<file path="config.mk">
export PLATFORM = sky130hd
export DESIGN_NAME = ann_frame_sequencer
export DESIGN_NICKNAME = d
export VERILOG_FILES = /design/src/rtl/ann_seq_pkg.sv /design/src/rtl/ann_argmax.sv /design/src/rtl/ann_frame_sequencer.sv
export SDC_FILE = /design/constraint.sdc
export NUM_CORES = 1
export LEC_CHECK = 0
export CAP_MARGIN = 10
export CELL_PAD_IN_SITES_DETAIL_PLACEMENT = 0
export CELL_PAD_IN_SITES_GLOBAL_PLACEMENT = 1
export CORE_UTILIZATION = 43
export CTS_CLUSTER_DIAMETER = 100
export CTS_CLUSTER_SIZE = 16
export DETAILED_ROUTE_END_ITERATION = 10
export DONT_BUFFER_PORTS = 1
export PLACE_DENSITY_LB_ADDON = 0.1
export SYNTH_ARGS = -nofsm -noshare
export SYNTH_HDL_FRONTEND = slang
export SYNTH_SLANG_ARGS = --single-unit
</file>
<file path="constraint.sdc">
create_clock -name Clock -period 3.89 [get_ports Clock]
set_clock_uncertainty 0.1 [all_clocks]
set_input_delay 0.778 -clock Clock [delete_from_list [all_inputs] [get_ports Clock]]
set_output_delay 0.778 -clock Clock [all_outputs]
set_load 0.02 [all_outputs]
</file>
<file path="src/rtl/ann_seq_pkg.sv">
// Shared types and defaults for the ANN frame sequencer.
// The state encoding is exported on the debug port, so it is fixed here.
package ann_seq_pkg;

    localparam int DEF_N_IN    = 30;
    localparam int DEF_N_OUT   = 3;
    localparam int DEF_DW      = 10;
    localparam int CLASS_W     = 2;
    localparam int FRAME_CNT_W = 10;

    typedef enum logic [2:0] {
        S_LOAD     = 3'd0,
        S_START    = 3'd1,
        S_WAIT     = 3'd2,
        S_CLASSIFY = 3'd3,
        S_HOLD     = 3'd4
    } state_e;

endpackage

</file>
<file path="src/rtl/ann_argmax.sv">
// Unsigned argmax over a packed vector of N words.
// A later word must be strictly larger to win, so ties go to the lowest index.
module ann_argmax
    import ann_seq_pkg::*;
#(
    parameter int N  = DEF_N_OUT,
    parameter int DW = DEF_DW,
    parameter int IW = CLASS_W
) (
    input  logic [N*DW-1:0] vec_i,
    output logic [IW-1:0]   idx_o,
    output logic [DW-1:0]   max_o
);

    always_comb begin
        idx_o = '0;
        max_o = vec_i[DW-1:0];
        for (int j = 1; j < N; j++) begin
            if (vec_i[j*DW +: DW] > max_o) begin
                idx_o = IW'(j);
                max_o = vec_i[j*DW +: DW];
            end
        end
    end

endmodule

</file>
<file path="src/rtl/ann_frame_sequencer.sv">
// Frame sequencer for the drowsiness ANN core: buffers a serial feature
// frame, runs the core with a timeout, and reports the argmax class.
module ann_frame_sequencer
    import ann_seq_pkg::*;
#(
    parameter int N_IN    = DEF_N_IN,
    parameter int N_OUT   = DEF_N_OUT,
    parameter int DW      = DEF_DW,
    parameter int TIMEOUT = 4096
) (
    input  logic                   Clock,
    input  logic                   Rst,
    input  logic                   feat_valid,
    input  logic [DW-1:0]          feat_data,
    input  logic                   feat_last,
    output logic                   feat_ready,
    output logic [N_IN*DW-1:0]     ann_in,
    output logic                   ann_start,
    input  logic                   ann_done,
    input  logic [N_OUT*DW-1:0]    ann_out,
    output logic                   res_valid,
    input  logic                   res_ready,
    output logic [CLASS_W-1:0]     res_class,
    output logic [DW-1:0]          res_score,
    output logic                   err_len,
    output logic                   err_timeout,
    output logic [FRAME_CNT_W-1:0] frame_count,
    output logic [2:0]             state
);

    localparam int IDX_W = $clog2(N_IN);
    localparam int CNT_W = $clog2(TIMEOUT) + 1;
    localparam logic [IDX_W-1:0] IDX_LAST = IDX_W'(N_IN - 1);
    localparam logic [CNT_W-1:0] CNT_LAST = CNT_W'(TIMEOUT - 1);

    state_e                   state_q, state_d;
    logic [IDX_W-1:0]         idx_q, idx_d;
    logic [N_IN*DW-1:0]       fbuf_q, fbuf_d;
    logic [N_OUT*DW-1:0]      cap_q, cap_d;
    logic [CNT_W-1:0]         cnt_q, cnt_d;
    logic                     ann_start_q, ann_start_d;
    logic                     res_valid_q, res_valid_d;
    logic [CLASS_W-1:0]       res_class_q, res_class_d;
    logic [DW-1:0]            res_score_q, res_score_d;
    logic                     err_len_q, err_len_d;
    logic                     err_timeout_q, err_timeout_d;
    logic [FRAME_CNT_W-1:0]   frame_count_q, frame_count_d;

    logic                     beat_acc;
    logic [CLASS_W-1:0]       am_idx;
    logic [DW-1:0]            am_max;

    ann_argmax #(
        .N  (N_OUT),
        .DW (DW),
        .IW (CLASS_W)
    ) u_argmax (
        .vec_i (cap_q),
        .idx_o (am_idx),
        .max_o (am_max)
    );

    assign feat_ready = (state_q == S_LOAD);
    assign beat_acc   = feat_valid && feat_ready;

    always_comb begin
        state_d       = state_q;
        idx_d         = idx_q;
        fbuf_d        = fbuf_q;
        cap_d         = cap_q;
        cnt_d         = cnt_q;
        ann_start_d   = 1'b0;
        res_valid_d   = res_valid_q;
        res_class_d   = res_class_q;
        res_score_d   = res_score_q;
        err_len_d     = 1'b0;
        err_timeout_d = 1'b0;
        frame_count_d = frame_count_q;

        case (state_q)
            S_LOAD: begin
                if (beat_acc) begin
                    fbuf_d[idx_q*DW +: DW] = feat_data;
                    if (idx_q == IDX_LAST && feat_last) begin
                        idx_d       = '0;
                        ann_start_d = 1'b1;
                        state_d     = S_START;
                    end else if (feat_last || idx_q == IDX_LAST) begin
                        // wrong-length frame: drop it and resync on the next beat
                        idx_d     = '0;
                        err_len_d = 1'b1;
                    end else begin
                        idx_d = idx_q + 1'b1;
                    end
                end
            end
            S_START: begin
                cnt_d   = '0;
                state_d = S_WAIT;
            end
            S_WAIT: begin
                if (ann_done) begin
                    cap_d   = ann_out;
                    state_d = S_CLASSIFY;
                end else if (cnt_q == CNT_LAST) begin
                    err_timeout_d = 1'b1;
                    idx_d         = '0;
                    state_d       = S_LOAD;
                end else begin
                    cnt_d = cnt_q + 1'b1;
                end
            end
            S_CLASSIFY: begin
                res_class_d = am_idx;
                res_score_d = am_max;
                res_valid_d = 1'b1;
                state_d     = S_HOLD;
            end
            S_HOLD: begin
                if (res_ready) begin
                    res_valid_d   = 1'b0;
                    frame_count_d = frame_count_q + 1'b1;
                    idx_d         = '0;
                    state_d       = S_LOAD;
                end
            end
            default: begin
                idx_d   = '0;
                state_d = S_LOAD;
            end
        endcase
    end

    always_ff @(posedge Clock) begin
        if (Rst) begin
            state_q       <= S_LOAD;
            idx_q         <= '0;
            fbuf_q        <= '0;
            cap_q         <= '0;
            cnt_q         <= '0;
            ann_start_q   <= 1'b0;
            res_valid_q   <= 1'b0;
            res_class_q   <= '0;
            res_score_q   <= '0;
            err_len_q     <= 1'b0;
            err_timeout_q <= 1'b0;
            frame_count_q <= '0;
        end else begin
            state_q       <= state_d;
            idx_q         <= idx_d;
            fbuf_q        <= fbuf_d;
            cap_q         <= cap_d;
            cnt_q         <= cnt_d;
            ann_start_q   <= ann_start_d;
            res_valid_q   <= res_valid_d;
            res_class_q   <= res_class_d;
            res_score_q   <= res_score_d;
            err_len_q     <= err_len_d;
            err_timeout_q <= err_timeout_d;
            frame_count_q <= frame_count_d;
        end
    end

    assign ann_in      = fbuf_q;
    assign ann_start   = ann_start_q;
    assign res_valid   = res_valid_q;
    assign res_class   = res_class_q;
    assign res_score   = res_score_q;
    assign err_len     = err_len_q;
    assign err_timeout = err_timeout_q;
    assign frame_count = frame_count_q;
    assign state       = state_q;

endmodule
</file>
## After elaboration in Yosys (flattened, before gate mapping)

Cells that the tools add are included.

| word-level totals | value |
|---|---|
| bits in registers | 377 |
| input bits | 46 |

| operators by class | value |
|---|---|
| add/subtract/negate cells | 4 |
| $mul | 1 |
| magnitude comparators | 2 |
| equal/unequal tests | 13 |
| shift operators | 2 |
| mux-type cells | 26 |
| bitwise gates (word level) | 4 |
| reductions and logical operators | 17 |

Operators by type and width:

| operator | number |
|---|---|
| bitwise mux 300 bit | 1 |
| variable shift 10 x 34 -> 300 bit, first input constant | 1 |
| indexed part select 10 x 34 -> 300 bit | 1 |
| negator 9 -> 34 bit | 1 |
| two-way mux 5 bit | 6 |
| two-way mux 13 bit | 2 |
| case mux 13 bit (2 select lines) | 1 |
| greater-than comparator 10 bit | 2 |
| two-way mux 10 bit | 2 |
| case mux 5 bit (4 select lines) | 1 |
| two-way mux 3 bit | 5 |
| case mux 3 bit (5 select lines) | 1 |
| adder 13 x 1 -> 13 bit, second input constant | 1 |
| == test 13 x 12 -> 1 bit, second input constant | 1 |
| adder 10 x 1 -> 10 bit, second input constant | 1 |
| multiplier 5 x 3 -> 8 bit, second input constant | 1 |
| inequality test 2 bit, second input constant | 4 |
| AND reduction 2 bit | 4 |
| == test 3 x 2 -> 1 bit, second input constant | 2 |
| OR reduction 3 bit | 2 |
| adder 5 x 1 -> 5 bit, second input constant | 1 |
| == test 5 bit, second input constant | 1 |
| two-way mux 1 bit | 5 |
| AND reduction 5 bit | 1 |
| 15 further kinds | 21 |

## Depth between registers and ports, before layout

Gate-level depths: netlist of run 1.

| depth | value |
|---|---|
| depth after elaboration | 6 |
| mapped depth | 18 |
| depth with buffers taken out | 17 |

## Hierarchy

From an unflattened synthesis of run 1, not the netlist that was laid out.

| second synthesis, totals | value |
|---|---|
| cells, all modules | 2,131 |
| area, all modules | 18,270.0 um^2 |

By module, submodules not included:

| module | times used | cells each | area an instance (um^2) |
|---|---|---|---|
| ann_frame_sequencer | 1 | 1,973 | 17,140.2 |
| ann_argmax | 1 | 158 | 1,129.8 |

## Least setup slack after synthesis of run 1

Ideal clock, no wire load.

| timing path | value |
|---|---|
| path type | flip-flop to flip-flop |
| from | register idx_q[1] |
| to | register fbuf_q[296] (netlist: ann_in[296]) |
| library setup time | 0.128 ns |
| arrival time | 3.903 ns |
| required time | 3.662 ns |
| setup slack | -0.241 ns |
| stages on the path, launching flop included | 17 |
| path buffers | 3 |
| clock period less this slack | 4.131 ns |
| path through | dfxtp_1 -> ha_1 -> ha_1 -> inv_1 -> fa_1 -> nand2b_1 -> clkbuf_1 -> or3_1 -> clkbuf_1 -> a21oi_1 -> ha_1 -> clkbuf_1 -> a21oi_1 -> nand3b_1 -> or4b_2 -> mux2i_1 -> nor2_1 |

| between the ends | value |
|---|---|
| longest elaborated chain between the ends | 4 |
| elaborated cells on any way between the ends | 5 |
| those cells by class | 1 x add/sub; 1 x mul; 2 x shift; 1 x mux |

Ends and longest elaborated chain:

| element | RTL line | text |
|---|---|---|
| start, declared | ann_frame_sequencer.sv:37 | `logic [IDX_W-1:0] idx_q, idx_d;` |
| start signal, assigned | ann_frame_sequencer.sv:150 | `idx_q <= idx_d;` |
| multiplier 5 x 3 -> 8 bit (*) | ann_frame_sequencer.sv:83 | `fbuf_d[idx_q*DW +: DW] = feat_data;` |
| negator 9 -> 34 bit (*) | ann_frame_sequencer.sv:83 |  |
| indexed part select 10 x 34 -> 300 bit / variable shift 10 x 34 -> 300 bit (equally long branches) | ann_frame_sequencer.sv:83 |  |
| bitwise mux 300 bit (*) | ann_frame_sequencer.sv:83 |  |
| end signal, assigned | ann_frame_sequencer.sv:151 | `fbuf_q <= fbuf_d;` |
| end, declared | ann_frame_sequencer.sv:38 | `logic [N_IN*DW-1:0] fbuf_q, fbuf_d;` |

Every way passes the cells marked *; elsewhere a longest branch is shown, timed or not.
A chain may end at the register's enable or synchronous reset.

## Worst setup path in the final report of run 1

| timing path | value |
|---|---|
| from | register cap_q[6] |
| to | register res_score_q[0] (netlist: res_score[0]) |

| between the ends | value |
|---|---|
| longest elaborated chain between the ends | 4 |

Ends and longest elaborated chain:

| element | RTL line | text |
|---|---|---|
| start, declared | ann_frame_sequencer.sv:39 | `logic [N_OUT*DW-1:0] cap_q, cap_d;` |
| start signal, assigned | ann_frame_sequencer.sv:152 | `cap_q <= cap_d;` |
| greater-than comparator 10 bit | ann_argmax.sv:19 | `if (vec_i[j*DW +: DW] > max_o) begin` |
| two-way mux 10 bit (*) | ann_argmax.sv:19 |  |
| greater-than comparator 10 bit | ann_argmax.sv:19 |  |
| two-way mux 10 bit (*) | ann_argmax.sv:19 |  |
| end signal, assigned | ann_frame_sequencer.sv:157 | `res_score_q <= res_score_d;` |
| end, declared | ann_frame_sequencer.sv:44 | `logic [DW-1:0] res_score_q, res_score_d;` |

Marked as above.

==> metrics.md, run 1 <==
| Metric | Value |
|---|---|
| CP max stage cell | `or3_4` |
| Combinational power share | `19.0%` |
| Hold path cells | `1` |
| Starting Density | `43.7%` |
| DRT iter0 DRCs | `1226` |
| Routability cong. | `0.953` |
| Cell Chain, Critical Path | `inv_2 > ha_4 > nand2_4 > or3_4 > o221ai_2 > a31o_2 > o21ai_2 > buf_6 > mux2_4 > inv_2 > ha_4 > a21o_1 > a21o_1 > a221oi_2 > a32oi_4 > nor3b_4 > buf_6 > a221o_1` |
| Clock power frac | `32.6%` |
| Dpl ws | `-252 ps` |
| Hold Startpoint | `Rst` |
| Post-synth EDFFs | `0` |
| Total wire length | `67.9 mm` |
| Max IR drop VDD | `0.320 mV` |
| Worst path max stage delay | `390 ps` |
| Synthesis Warnings | `0` |
| Drt drc | `0` |
| CTS max path bufs | `3` |
| Post-synthesis async set-or-reset flop share | `0%` |
| # H-tree levels | `1` |
| Sequential-to-total area share from yosys stat | `42.3%` |
| Core Rows | `74` |
| Yosys cell types | `72` |
| Synth Area per Inst | `8.49 sq um` |
| Worst Hold End | `cap_q[8]` |
| CP bufs+invs | `4` |
| Lkg Pwr | `7.60 nW` |
| Critical Path RT | `4250 ps` |
| Drt first pass iters | `5` |
| Nets | `2273` |
| Outcome | `finished, final reports clean` |
| TritonCTS clock tree | `yes` |
| Worst reg2reg endpoint | `res_score[0]` |
| Final Hold Fails | `0` |
| Mapped Cells | `2100` |
| Synth Net Count | `2179` |
| Fin crit period | `3800 ps` |
| Critical R2R Launch | `cap_q[6]` |
| Area Overhead vs Synth | `16.6%` |
| Slew @ Worst Pin | `1010 ps` |
| RSZ-0062 raised after global routing | `yes` |
| Crit. End Element | `register` |
| Most frequent cells in the layout | `dfxtp_1 (370), nor2_1 (316), mux2i_1 (224)` |
| Die Ht | `206 um` |
| CP arrival | `4170 ps` |
| Flops & latches, synth | `377` |
| CTS root buf | `clkbuf_16` |
| DIE WIDTH | `206 um` |
| Cts hold-fix bufs | `0` |
| Area of the die | `0.0423 sq mm` |
| Fin crit share | `97.8%` |
| Core area | `0.0408 sq mm` |
| Total CTS buffers | `27` |
| Sw Share | `30.5%` |
| First-pass GRT wire length | `97.6 mm` |
| Commonest non-fill, non-tap cell in the layout | `dfxtp_1` |
| Register-to-Register Path Depth | `18` |
| GR Util All Layers | `30.8%` |
| Final Max Tran Viols | `0` |
| Clock slew at reported path FFs | `70 ps` |
| Detailed Place HPWL | `50.9 mm` |
| Final Non-Filler Cells | `2727` |
| Placed cells | `2683` |
| Slew HR | `32.8%` |
| Synthesized area | `0.0178 sq mm` |
| Post-DP Area | `0.0196 sq mm` |
| DR vias/cell | `5.82` |
| Classification of the worst-slack hold path | `in -> reg` |
| Worst setup SP type | `register` |
| Worst reg2reg setup slack | `90 ps` |
| Antenna-violating nets left | `0` |
| Routed length per instance | `24.9 um` |
| I/O pin total | `376` |
| GRT overflow | `0` |
| Cell Pwr Density | `385 mW/mm^2` |
| Layout cells sized above 1 | `17.3%` |
| Setup violators final | `0` |
| DR vias | `15.9k` |
| Largest net degree at the start of global routing | `373` |
| Final WS setup | `85.5 ps` |
| Final-layout fill cell count | `3985` |
| Initial antenna violation count | `2` |
| Number of global-route vias before repair | `15.0k` |
| Number of port buffers | `0` |
| CTS sink cnt | `377` |
| Max-cap violations | `0` |
| Hold_ws | `172 ps` |
| Setup_tns | `0 ps` |
| Crit path kind | `reg -> reg` |
| Sw Pwr | `2.44 mW` |
| Kind of cell adding the most delay to the critical path | `compound AO/OA/AOI/OAI gates` |
| Final Instance Area | `0.0208 sq mm` |
| Max Clk Rate | `0.263 GHz` |
| Int Pwr | `5.56 mW` |
| Critical Path Fanout Max | `5` |
| Most used DFF post-synth | `dfxtp_1` |
| Clock latency on the worst-skew pair | `580 ps` |
| Flop pwr share | `48.4%` |
## metal layers
metal / vias up / global-route usage (%) / wire length, um
met2: 579 / 49.0 / 30600
met3: 110 / 10.4 / 6810
met4: 0 / 10.3 / 2250
met5: - / 0 / 0
met1: 7627 / 38.8 / 28300
li1: 7565 / - / -
## synth_stat cells (all sizes together) (3+ instances only)
library cell / n / area (sq um)
dfxtp: 377 / 7550
nor2: 318 / 1190
mux2i: 224 / 2240
nand2: 205 / 769
a21oi: 128 / 641
clkbuf: 109 / 409
nor3: 89 / 457
nand3: 85 / 425
o21ai: 52 / 264
nand2b: 50 / 313
o22ai: 34 / 213
inv: 33 / 124
ha: 32 / 400
or3: 28 / 175
mux2: 25 / 282
nand4: 24 / 150
nor4: 24 / 150
buf: 22 / 108
and2: 20 / 125
or4: 17 / 128
nor2b: 15 / 93.8
xor2: 15 / 131
nand3b: 13 / 97.6
a211oi: 12 / 115
a21o: 12 / 90.1
and3: 12 / 75.1
or2: 12 / 75.1
xnor2: 11 / 104
a221o: 10 / 100
o21a: 10 / 75.1
o221a: 8 / 90.1
a22oi: 7 / 52.6
a221oi: 5 / 56.3
and4: 5 / 43.8
nor3b: 5 / 37.5
a22o: 4 / 35.0
o22a: 4 / 35.0
a2bb2oi: 3 / 26.3
a31o: 3 / 26.3
o2111ai: 3 / 26.3
o31a: 3 / 26.3
o32a: 3 / 30.0
## power by group through the flow
stage	Clock (mW)	Sequential (mW)	Combinational (mW)
3_3_place_gp	0	3.97	1.44
5_1_grt	2.80	3.87	1.58
2_1_floorplan	0	3.96	0.785
6_report	2.61	3.87	1.52
4_1_cts	2.68	3.87	1.45
3_5_place_dp	0	3.97	1.43
## per-stage QoR
stage	power (mW)	util [%]
2_1_floorplan	4.75	-
3_3_place_gp	5.40	48.1
3_5_place_dp	5.40	48.1
4_1_cts	8.00	50.1
5_1_grt	8.26	50.9
6_report	8.00	50.9
## final cells by class
type                            count  area [sq um]  area share [%]
Timing Repair Buffer              196          1580            7.59
Antenna cell                        1          2.50          0.0120
Inverter                           34           130           0.626
Clock inverter                      2          28.8           0.138
Tap cell                          532           666            3.20
Sequential cell                   377          7560            36.3
Multi-Input combinational cell   1558         10200            48.9
Clock buffer                       27           676            3.25
## what timing repair did
item	in CTS	in global routing
gates resized for setup	13	61
cloned	1	0
setup buffers	5	8
pin swaps	2	17
endpoints found under the setup margin	56	226
## worst reg2reg max path: stages (launching register included)
cell      delay (ps)
dfxtp_2          340
inv_2             50
ha_4             270
nand2_4           50
or3_4            390
o221ai_2         140
a31o_2           180
o21ai_2           60
buf_6            130
mux2_4           310
inv_2             70
ha_4             190
a21o_1           180
a21o_1           170
a221oi_2         330
a32oi_4          110
nor3b_4          190
buf_6            140
a221o_1          290
## cells by family after synthesis
family                     Yosys count  share of synthesized area (%)
buffers and inverters              165                           3.61
DFF                                377                           42.3
and+or+nand+nor                    928                           24.6
muxes                              249                           14.2
AOI/OAI and AO/OA                  322                           11.7
xor gates and xnor gates            26                           1.32
adders and majority gates           33                           2.36
## sequential cells by signal (all words and copies together) (netlist names)
| name | flops |
|---|---|
| ann_in | 300 |
| cap_q | 30 |
| cnt_q | 13 |
| frame_count | 10 |
| res_score | 10 |
| idx_q | 5 |
| state | 3 |
| res_class | 2 |
| ann_start | 1 |
| err_len | 1 |
| err_timeout | 1 |
| res_valid | 1 |
## worst max path at each step
stage / slack, ps / from / cells after the start / endpoint
final: 90 / cap_q[6] / 18 / res_score[0]
after global routing: -40 / idx_q[3] / 13 / ann_in[264]
after CTS: 2 / idx_q[1] / 12 / ann_in[283]
after detailed placement: -250 / cap_q[6] / 18 / res_score[0]
after global placement: -240 / idx_q[1] / 13 / ann_in[142]
after floorplan: -10 / idx_q[1] / 17 / ann_in[38]
Power figures use the tool's default switching activity.
==> inputs of run 2 (changes only) <==
--- a/config.mk
+++ b/config.mk
@@ -14,6 +14,7 @@
 export DETAILED_ROUTE_END_ITERATION = 10
 export DONT_BUFFER_PORTS = 1
 export PLACE_DENSITY_LB_ADDON = 0.1
+export SLEW_MARGIN = 20
 export SYNTH_ARGS = -nofsm -noshare
 export SYNTH_HDL_FRONTEND = slang
 export SYNTH_SLANG_ARGS = --single-unit
==> metrics.md, run 2 (synthesis gave the netlist of run 1 again) <==
| Metric | Value |
|---|---|
| Hold_ws | `157 ps (was 172 ps)` |
| Critical Path End | `ann_in[264] (was res_score[0])` |
| Cell depth of the worst setup path | `13 (was 18)` |
| # H-tree levels | `1 (unchanged)` |
| DIE WIDTH | `206 um (unchanged)` |
| Max reg flops | `300 (unchanged)` |
| Cts hold-fix bufs | `0 (unchanged)` |
| Number of global-route vias before repair | `15.0k (about the same)` |
| Clock power frac | `32.6% (about the same)` |
| Flop pwr share | `48.4% (about the same)` |
| Antenna cells | `0 (was 1)` |
| DR vias | `16.0k (was 15.9k)` |
| Nets | `2280 (was 2273)` |
| Critical Path Fanout Max | `7 (was 5)` |
| Critical R2R Launch | `idx_q[1] (was cap_q[6])` |
| Crit. End Element | `register (unchanged)` |
| Initial antenna violation count | `0 (was 2)` |
| Worst path max stage delay | `570 ps (was 390 ps)` |
| Cell Pwr Density | `382 mW/mm^2 (was 385 mW/mm^2)` |
| Core area | `0.0408 sq mm (unchanged)` |
| Max-cap violations | `0 (unchanged)` |
| Number of port buffers | `0 (unchanged)` |
| Antenna-violating nets left | `0 (unchanged)` |
| Hold path cells | `1 (unchanged)` |
| Setup violators final | `0 (unchanged)` |
| Sw Share | `30.5% (about the same)` |
| First-pass GRT wire length | `98.0 mm (was 97.6 mm)` |
| Setup_tns | `0 ps (unchanged)` |
| CP arrival | `4150 ps (was 4170 ps)` |
| Total power | `8.01 mW (was 8.00 mW)` |
| CTS max path bufs | `3 (unchanged)` |
| Starting Density | `43.7% (unchanged)` |
| Layout cells sized above 1 | `17.7% (was 17.3%)` |
| Routability cong. | `0.953 (unchanged)` |
| Max IR drop VDD | `0.333 mV (was 0.320 mV)` |
| Sw Pwr | `2.44 mW (about the same)` |
| Die Ht | `206 um (unchanged)` |
| CP max stage cell | `fa_2 (was or3_4)` |
| Fin crit share | `97.7% (was 97.8%)` |
| Worst reg2reg setup slack | `90 ps (about the same)` |
| Kind of cell adding the most delay to the critical path | `adder cells (was compound AO/OA/AOI/OAI gates)` |
| GR Util All Layers | `30.9% (was 30.8%)` |
| Combinational power share | `19.1% (was 19.0%)` |
| Routed length per instance | `24.9 um (about the same)` |
| Critical Path RT | `4240 ps (was 4250 ps)` |
| TritonCTS clock tree | `yes (unchanged)` |
| RSZ-0062 raised after global routing | `yes (unchanged)` |
| Commonest non-fill, non-tap cell in the layout | `dfxtp_1 (unchanged)` |
| Most frequent cells in the layout | `dfxtp_1 (369), nor2_1 (316), mux2i_1 (224) (was dfxtp_1 (370), nor2_1 (316), mux2i_1 (224))` |
| Crit path kind | `reg -> reg (unchanged)` |
| DRT iter0 DRCs | `1305 (was 1226)` |
| Clock slew at reported path FFs | `70 ps (about the same)` |
| Area of the die | `0.0423 sq mm (unchanged)` |
| GRT overflow | `0 (unchanged)` |
| Area Overhead vs Synth | `17.5% (was 16.6%)` |
| Worst setup SP type | `register (unchanged)` |
| Cell Chain, Critical Path | `ha_1 > ha_2 > inv_1 > fa_2 > nand2b_4 > buf_4 > or4_1 > a211oi_2 > nand4b_1 > buf_4 > a221oi_2 > mux2i_1 > nor2_1 (was inv_2 > ha_4 > nand2_4 > or3_4 > o221ai_2 > a31o_2 > o21ai_2 > buf_6 > mux2_4 > inv_2 > ha_4 > a21o_1 > a21o_1 > a221oi_2 > a32oi_4 > nor3b_4 > buf_6 > a221o_1)` |
| Slew HR | `38.9% (was 32.8%)` |
| Drt first pass iters | `7 (was 5)` |
| Max Clk Rate | `0.263 GHz (about the same)` |
| Detailed Place HPWL | `50.8 mm (was 50.9 mm)` |
| CP bufs+invs | `3 (was 4)` |
| Final Instance Area | `0.0210 sq mm (was 0.0208 sq mm)` |
| Crit path from | `idx_q[1] (was cap_q[6])` |
| DR vias/cell | `5.85 (was 5.82)` |
| Fin crit period | `3800 ps (about the same)` |
| CTS sink cnt | `377 (unchanged)` |
| Total CTS buffers | `27 (unchanged)` |
| Register-to-Register Path Depth | `13 (was 18)` |
| Worst path most repeated cell | `buf_4` |
| Lkg Pwr | `7.65 nW (was 7.60 nW)` |
| Core Rows | `74 (unchanged)` |
| Final Max Tran Viols | `0 (unchanged)` |
| Classification of the worst-slack hold path | `in -> reg (unchanged)` |
| Slew @ Worst Pin | `914 ps (was 1010 ps)` |
| Drt drc | `0 (unchanged)` |
| CTS root buf | `clkbuf_16 (unchanged)` |
| Largest net degree at the start of global routing | `373 (unchanged)` |
| Post-DP Area | `0.0196 sq mm (about the same)` |
| Int Pwr | `5.57 mW (was 5.56 mW)` |
| Worst reg2reg endpoint | `ann_in[264] (was res_score[0])` |
| Final Hold Fails | `0 (unchanged)` |
| Outcome | `finished, final reports clean (unchanged)` |
| Clock latency on the worst-skew pair | `590 ps (was 580 ps)` |
| Total wire length | `68.0 mm (was 67.9 mm)` |
| I/O pin total | `376 (unchanged)` |
-- run 2: final cells by class --
type | instances | area, sq um
inverter | 34 | 130
clock inverter | 2 | 28.8
clock buffer | 27 | 676
multi-input combinational | 1558 | 10200
fill | 3968 | 19900
timing repair buffer | 203 | 1650
tap | 532 | 666
sequential | 377 | 7560
-- run 2: what timing repair did --
| action | in CTS | in global routing |
|---|---|---|
| gates cloned | 0 | 2 |
| hold endpoints to repair | 0 | 0 |
| setup endpoints to repair | 58 | 230 |
| gates resized for setup | 12 | 71 |
| pin swaps | 2 | 18 |
| setup buffers | 6 | 12 |
-- run 2: metal layers --
layer / vias to the layer above / GRT usage [%] / wire, um
met5: - / 0 / 0
met1: 7688 / 39.2 / 28200
met4: 0 / 10.2 / 2210
li1: 7584 / - / -
met3: 116 / 9.71 / 6590
met2: 589 / 49.5 / 31000
-- run 2: worst min path at each step --
stage | endpoint | from | slack, ps
finish | cap_q[8] | Rst | 160
global route | cap_q[18] | Rst | 140
CTS | cap_q[14] | Rst | 150
detailed placement | cap_q[1] | cap_q[1] | 360
global placement | cap_q[16] | cap_q[16] | 360
floorplan | cap_q[1] | cap_q[1] | 350
-- run 2: power by group through the flow --
stage          logic [mW]  clock network (mW)  registers (mW)
5_1_grt              1.60                2.82            3.87
2_1_floorplan       0.785                   0            3.96
4_1_cts              1.45                2.68            3.87
6_report             1.53                2.61            3.88
3_5_place_dp         1.43                   0            3.97
3_3_place_gp         1.44                   0            3.97
-- run 2: worst reg2reg max path: cells and delay by family, from the launching register on --
family	cells	cell delay (ps)
AND/OR/NAND/NOR	4	790
multiplexers	1	230
buffers and inverters	3	420
AO/OA/AOI/OAI	2	760
adder cells (fa/ha/maj)	3	1030
flip-flops	1	320
-- run 2: stage by stage --
| stage | setup slack, ps | utilization (%) | instances |
|---|---|---|---|
| after floorplan | -14.9 | - | 2100 |
| after global placement | -237 | 48.1 | 2683 |
| after detailed placement | -290 | 48.1 | 2684 |
| after CTS | 4.17 | 50.1 | 2719 |
| after global routing | -86.0 | 51.3 | 2733 |
| final | 88.3 | 51.3 | 2733 |
==> inputs of run 3 (changes only) <==
--- a/config.mk
+++ b/config.mk
@@ -14,7 +14,6 @@
 export DETAILED_ROUTE_END_ITERATION = 10
 export DONT_BUFFER_PORTS = 1
 export PLACE_DENSITY_LB_ADDON = 0.1
-export SLEW_MARGIN = 20
 export SYNTH_ARGS = -nofsm -noshare
 export SYNTH_HDL_FRONTEND = slang
 export SYNTH_SLANG_ARGS = --single-unit
==> results of run 3 <==
No change in the layout: final DEF, timing and power equal those of run 1.
